--- src/rtl/memshare_vn_iblut_loader.sv ---
// Write-side loader for a VN information-bottleneck LUT: streams one page of
// entries into ascending LUT addresses, then pulses done and holds lut_valid.
module memshare_vn_iblut_loader #(
  parameter int WR_ADDR_BITWIDTH = 6,
  parameter int WR_BITWIDTH      = 4,
  parameter int VN_LOAD_CYCLE    = 64
) (
  input  logic                        sys_clk,
  input  logic                        rst,
  input  logic                        start_i,
  input  logic                        abort_i,
  input  logic [WR_BITWIDTH-1:0]      entry_i,
  input  logic                        entry_valid_i,
  output logic                        entry_ready_o,
  output logic [WR_ADDR_BITWIDTH-1:0] waddr_o,
  output logic [WR_BITWIDTH-1:0]      wdata_o,
  output logic                        wen_o,
  output logic                        busy_o,
  output logic                        done_o,
  output logic                        lut_valid_o
);

  localparam int CW = WR_ADDR_BITWIDTH + 1;
  localparam logic [CW-1:0] LAST = CW'(VN_LOAD_CYCLE - 1);

  typedef enum logic [1:0] {IDLE, LOAD, FLUSH, DONE} state_t;

  state_t          state, state_nxt;
  logic [CW-1:0]   cnt;
  logic            lut_valid_q;
  logic            start_acc;
  logic            hs;

  // Abort wins over a same-cycle handshake, so the entry is simply not taken.
  assign hs        = (state == LOAD) && entry_valid_i && !abort_i;
  assign start_acc = (state == IDLE) && start_i;

  always_comb begin
    state_nxt = state;
    case (state)
      IDLE:    if (start_i) state_nxt = LOAD;
      LOAD:    if (abort_i) state_nxt = IDLE;
               else if (hs && cnt == LAST) state_nxt = FLUSH;
      FLUSH:   state_nxt = abort_i ? IDLE : DONE;
      DONE:    state_nxt = IDLE;
      default: state_nxt = IDLE;
    endcase
  end

  always_ff @(posedge sys_clk or posedge rst) begin
    if (rst) state <= IDLE;
    else     state <= state_nxt;
  end

  // Write port is registered: a handshake in cycle k is on the bus in k+1.
  always_ff @(posedge sys_clk or posedge rst) begin
    if (rst) begin
      cnt         <= '0;
      waddr_o     <= '0;
      wdata_o     <= '0;
      wen_o       <= 1'b1;
      lut_valid_q <= 1'b0;
    end else begin
      wen_o <= !hs;
      if (hs) begin
        waddr_o <= cnt[WR_ADDR_BITWIDTH-1:0];
        wdata_o <= entry_i;
      end
      if (start_acc)  cnt <= '0;
      else if (hs)    cnt <= cnt + CW'(1);
      if (start_acc)                        lut_valid_q <= 1'b0;
      else if (state == FLUSH && !abort_i)  lut_valid_q <= 1'b1;
    end
  end

  assign entry_ready_o = (state == LOAD);
  assign busy_o        = (state != IDLE);
  assign done_o        = (state == DONE);
  assign lut_valid_o   = lut_valid_q;

endmodule

--- config.mk ---
export PLATFORM = sky130hd
export DESIGN_NAME = memshare_vn_iblut_loader
export DESIGN_NICKNAME = d
export VERILOG_FILES = /design/src/rtl/memshare_vn_iblut_loader.sv
export SDC_FILE = /design/constraint.sdc
export NUM_CORES = 1
export LEC_CHECK = 0
export ABC_CLOCK_PERIOD_IN_PS = 3440
export CAP_MARGIN = 10
export CORE_MARGIN = 3
export CORE_UTILIZATION = 40
export DETAILED_ROUTE_END_ITERATION = 16
export HOLD_SLACK_MARGIN = 0.1
export PLACE_DENSITY = 0.69
export SYNTH_ARGS = -nofsm -noshare
export SYNTH_HDL_FRONTEND = slang
export SYNTH_SLANG_ARGS = --single-unit
export TNS_END_PERCENT = 5
--- constraint.sdc ---
create_clock -name sys_clk -period 3.44 [get_ports sys_clk]
set_input_delay 0.516 -clock sys_clk [delete_from_list [all_inputs] [get_ports sys_clk]]
set_output_delay 0.516 -clock sys_clk [all_outputs]
set_load 0.02 [all_outputs]
# Word level (Yosys, flattened, before mapping)
# Cells that the tools add are included.
# Widths: inputs -> output; s select.
[word_totals] ff_bits=21 latchBits=0 ramBits=0 mem_bits_ro=0 in_bits=9 output_inout_bits=15 elab_cells=34 memories=0
[classes] add_sub_neg=1 n_mul=0 n_div=0 magnitude_cmp=0 n_eq_ne=6 n_shift=0 muxes=9 bitwise_logic=0 reduce_logical=12
[op_table] cell="$mux 7" count=2
[op_table] cell="$mux 2" count=4
[op_table] cell="$pmux 2 s4" count=1
[op_table] cell="$add 7x1->7 const B" count=1
[op_table] cell="$eq 7x6->1 const B" count=1
[op_table] cell="$reduce_bool 2->1" count=3
[op_table] cell="$logic_and 1x1->1" count=5
[op_table] cell="$eq 2x2->1 const B" count=2
[op_table] cell="$ne 3x2->1 const B" count=1
[op_table] cell="$eq 2x1->1 const B" count=1
[op_table] cell="$logic_not 1->1" count=2
[op_table] cell="$logic_not 2->1" count=1
[op_table] cell="$mux 1" count=2
[op_table] cell="$ne 2x2->1 const B" count=1
[op_table] cell="$reduce_and 2->1" count=1

# Depth between registers and ports, before layout
[depth] word_depth=7 mapped_depth=6 depth_no_buf=4

# Least setup slack after synthesis
# No wires, ideal clock.
[synth_path] path_kind="input -> register" startpoint="in abort_i" endpoint="reg cnt[6]" setup_time_ps=77 t_arrival_ps=1501 t_required_ps=3363 slack_ps=1861 path_stages=4 n_path_buf=0 cell_sequence="and4bb_2 > inv_2 > or4_1 > a21oi_1"
[synth_via] elab_chain_cells=3
[synth_lines] item="start: declaration" line="11" rtl="input logic abort_i,"
[synth_lines] item="$logic_not 1->1" line="35" rtl="assign hs = (state == LOAD) && entry_valid_i && !abort_i;"
[synth_lines] item="$logic_and 1x1->1" line="35"
[synth_lines] item="$reduce_bool 2->1 (no source line)"
[synth_lines] item="end signal: assignment" line="70" rtl="else if (hs) cnt <= cnt + CW'(1);"
[synth_lines] item="end: declaration" line="29" rtl="logic [CW-1:0] cnt;"
# Every way passes these cells.
# A chain may end at the register's enable or synchronous reset.

# Worst setup path after layout
# Ends and elaborated chain as after synthesis.

==> reports/results.ini <==
[clock_tree]
numCtsBuffers=3
cts_repair_resize_count=0
clock_tree_from_tritoncts=done
cts.reportedPaths.clkPinSlew_ns=0.11
clk-insertion-delay-late_ns=0.31
cts-root-to-sink-buffers=2
post_cts_hold_buffer_count=0
cts_post_setup_buffers_inserted=0
htree_depth=1
clock-sinks=21
clock_tree.root_cell=sky130_fd_sc_hd__clkbuf_4

[die]
die-area_um2=2910
floorplan.initialDensity=0.447
die_w_um=54.0
core-area_um2=2060
num_io_pins=24
die_y_um=54.0
num_rows=16

[detailed_routing]
drt_drc_violations_left=0
postRouteAntennaNets=0
drt_pre_antenna_iters=4
detailroute.via_count=757
via_per_inst=5.01
routed_length_per_placed_instance_um=12.0
first_iter_violations=9
routed_wl_um=1810

[cells_and_area]
filler_cell_count=182
antennaDiodeCount=0
final_design_area_no_fill_um2=1200
postLayoutCoreUtil=0.581
final_net_count=135
drive_gt1_frac=0.0645
flow.area_growth_from_synthesis_pct=30.2

[timing]
timing.final.hold_violations=0
finalSetupTns_ns=0
achievable-frequency_ghz=0.465
final.period_utilization=0.625
finalSetupViolations=0
rsz0062_at_grt=no
max-slew-margin-rel=0.489
fin_hold_ws_ns=0.489
worst-slew-pin-transition_ns=0.765
slew_viol_final=0
min_period_ns=2.15
worst_clock_skew_ns=0.00201

[synthesis]
synth-edff-count=0
post-synth-top-area-fraction=0.543
ys_warn_count=0
syn-cell-area_um2=921
synth-main-ff-cell=sky130_fd_sc_hd__dfrtp_1
synth_top_cells_by_count=sky130_fd_sc_hd__nand2_1, sky130_fd_sc_hd__dfrtp_1, sky130_fd_sc_hd__a21oi_1, sky130_fd_sc_hd__inv_1, sky130_fd_sc_hd__o21ai_0
synth_top_area_cell=sky130_fd_sc_hd__dfrtp_1
synth_sequential_area_ratio=0.572
synth_most_common_cell=sky130_fd_sc_hd__nand2_1
netlist_instances=100
share_of_async_settable_or_async_resettable_flops_after_synthesis=1.00
syn_avg_cell_area_um2=9.21
post_synth_num_cell_types=26
ffs_latches_synth=21
synth_top_cells_by_area=sky130_fd_sc_hd__dfrtp_1, sky130_fd_sc_hd__nand2_1, sky130_fd_sc_hd__a21oi_1
postSynthNetCount=110

[placed_design]
post-dp-hpwl_um=1340
place_area_um2=1170
gp_congestion=0.770
place.port_buffers=23

[power_and_ir_drop]
power_per_cell_area_nw_per_um2=444
power.ir.vdd_worst_mv=0.315
power.static_leakage_nw=0.549

[critical_path]
arrival_ns=2.39
critPathKind=primary input to flip-flop
setup.reg_to_reg.worst_slack_ns=1.46
critical_path.endpoint=cnt[6]
worstPathMaxFanout=22
setup.worst_path.end_class=flip-flop
reg2reg_from=state[1]
cp-startpoint=abort_i
timing.rr.end=cnt[6]
crit_path_start_kind=primary input
timing.reg2reg.worst_path_depth=4
critPathRequiredTime_ns=3.68

[global_routing]
grt_max_degree=23
grt_use_total=0.160
antenna_violations_before_repair=0
grt_pass1_wl_um=3280
vias_in_the_first_global_route=755
grt_overflow=0

[status]
run_status=finished clean

[min_path]
min_delay_path_class=flip-flop to flip-flop

[flow_run]
cap_violations=0

worst min path at each step:
stage                           from  slack (ns)  depth (start not counted)    endpoint
after floorplan                  rst        0.49                          1      cnt[0]
after global placement    wdata_o[3]        0.46                          2  wdata_o[3]
after detailed placement  waddr_o[1]        0.47                          2  waddr_o[1]
after CTS                 waddr_o[2]        0.49                          2  waddr_o[2]
after global routing      wdata_o[1]        0.51                          2  wdata_o[1]
final                     wdata_o[0]        0.49                          2  wdata_o[0]
cell usage in the layout (no fill, tap or decap):
cell and n:
sky130_fd_sc_hd__clkdlybuf4s50_1 23, sky130_fd_sc_hd__nand3_1 2, sky130_fd_sc_hd__nand4b_1 1, sky130_fd_sc_hd__o21ai_1 2
sky130_fd_sc_hd__inv_2 1, sky130_fd_sc_hd__nand2b_1 1, sky130_fd_sc_hd__or4_1 2, sky130_fd_sc_hd__nand2_1 35
sky130_fd_sc_hd__and2_1 1, sky130_fd_sc_hd__xnor2_1 1, sky130_fd_sc_hd__o211ai_1 1, sky130_fd_sc_hd__clkinv_2 1
sky130_fd_sc_hd__or4b_1 1, sky130_fd_sc_hd__o31ai_1 2, sky130_fd_sc_hd__or3_1 3, sky130_fd_sc_hd__and4bb_2 1
sky130_fd_sc_hd__ha_1 1, sky130_fd_sc_hd__dfstp_2 1, sky130_fd_sc_hd__inv_1 4, sky130_fd_sc_hd__nor2_1 3
sky130_fd_sc_hd__nor2b_1 1, sky130_fd_sc_hd__dfrtp_1 20, sky130_fd_sc_hd__a21oi_1 7, sky130_fd_sc_hd__o21ai_0 4
sky130_fd_sc_hd__clkbuf_4 3, sky130_fd_sc_hd__mux2i_1 1, sky130_fd_sc_hd__or2_2 1
power breakdown:
| part | internal [mW] | switching (mW) |
|---|---|---|
| combinational | 0.0603 | 0.0672 |
| sequential | 0.271 | 0.0166 |
| clock | 0.0435 | 0.0734 |
stage by stage:
stage               setup WS (ns)  total power, mW  instances
floorplan                    1.86            0.358        100
global placement             1.01            0.420        147
detailed placement          0.956            0.422        147
CTS                          1.27            0.540        151
global route                 1.16            0.564        151
finish                       1.29            0.532        151
state kept, by name (all words and copies together) (netlist names):
signal / cells
waddr_o: 6
cnt: 7
wdata_o: 4
state: 2
wen_o: 1
lut_valid_o: 1
final cells by class:
class | count | area [um2] | area share
clock inverters | 1 | 5.00 | 0.00418
inverters | 5 | 18.8 | 0.0157
flip-flops and latches | 21 | 527 | 0.439
clock buffers | 3 | 22.5 | 0.0188
well taps | 27 | 33.8 | 0.0282
repair buffers | 23 | 230 | 0.192
multi-input cells | 71 | 362 | 0.302
critical path, stage by stage:
cell,delay (ns)
sky130_fd_sc_hd__clkdlybuf4s50_1,0.45
sky130_fd_sc_hd__and4bb_2,0.51
sky130_fd_sc_hd__inv_2,0.22
sky130_fd_sc_hd__or4_1,0.54
sky130_fd_sc_hd__a21oi_1,0.16
metal layers:
metal	share of wire	up-vias	track usage
met5	0	-	0
met4	0.011	0	0.0622
met3	0.052	5	0.0582
met2	0.50	13	0.268
met1	0.43	360	0.184
li1	-	379	-
cells by family after synthesis:
group | count (synthesis) | share of synthesized area
muxes | 1 | 0.0109
AOI/OAI and AO/OA | 16 | 0.0951
buffers and inverters | 8 | 0.0353
and+or+nand+nor | 52 | 0.264
DFF | 21 | 0.572
adders and majority gates | 1 | 0.0136
xor gates and xnor gates | 1 | 0.00951
No activity file was read; power rests on OpenSTA's default activity.
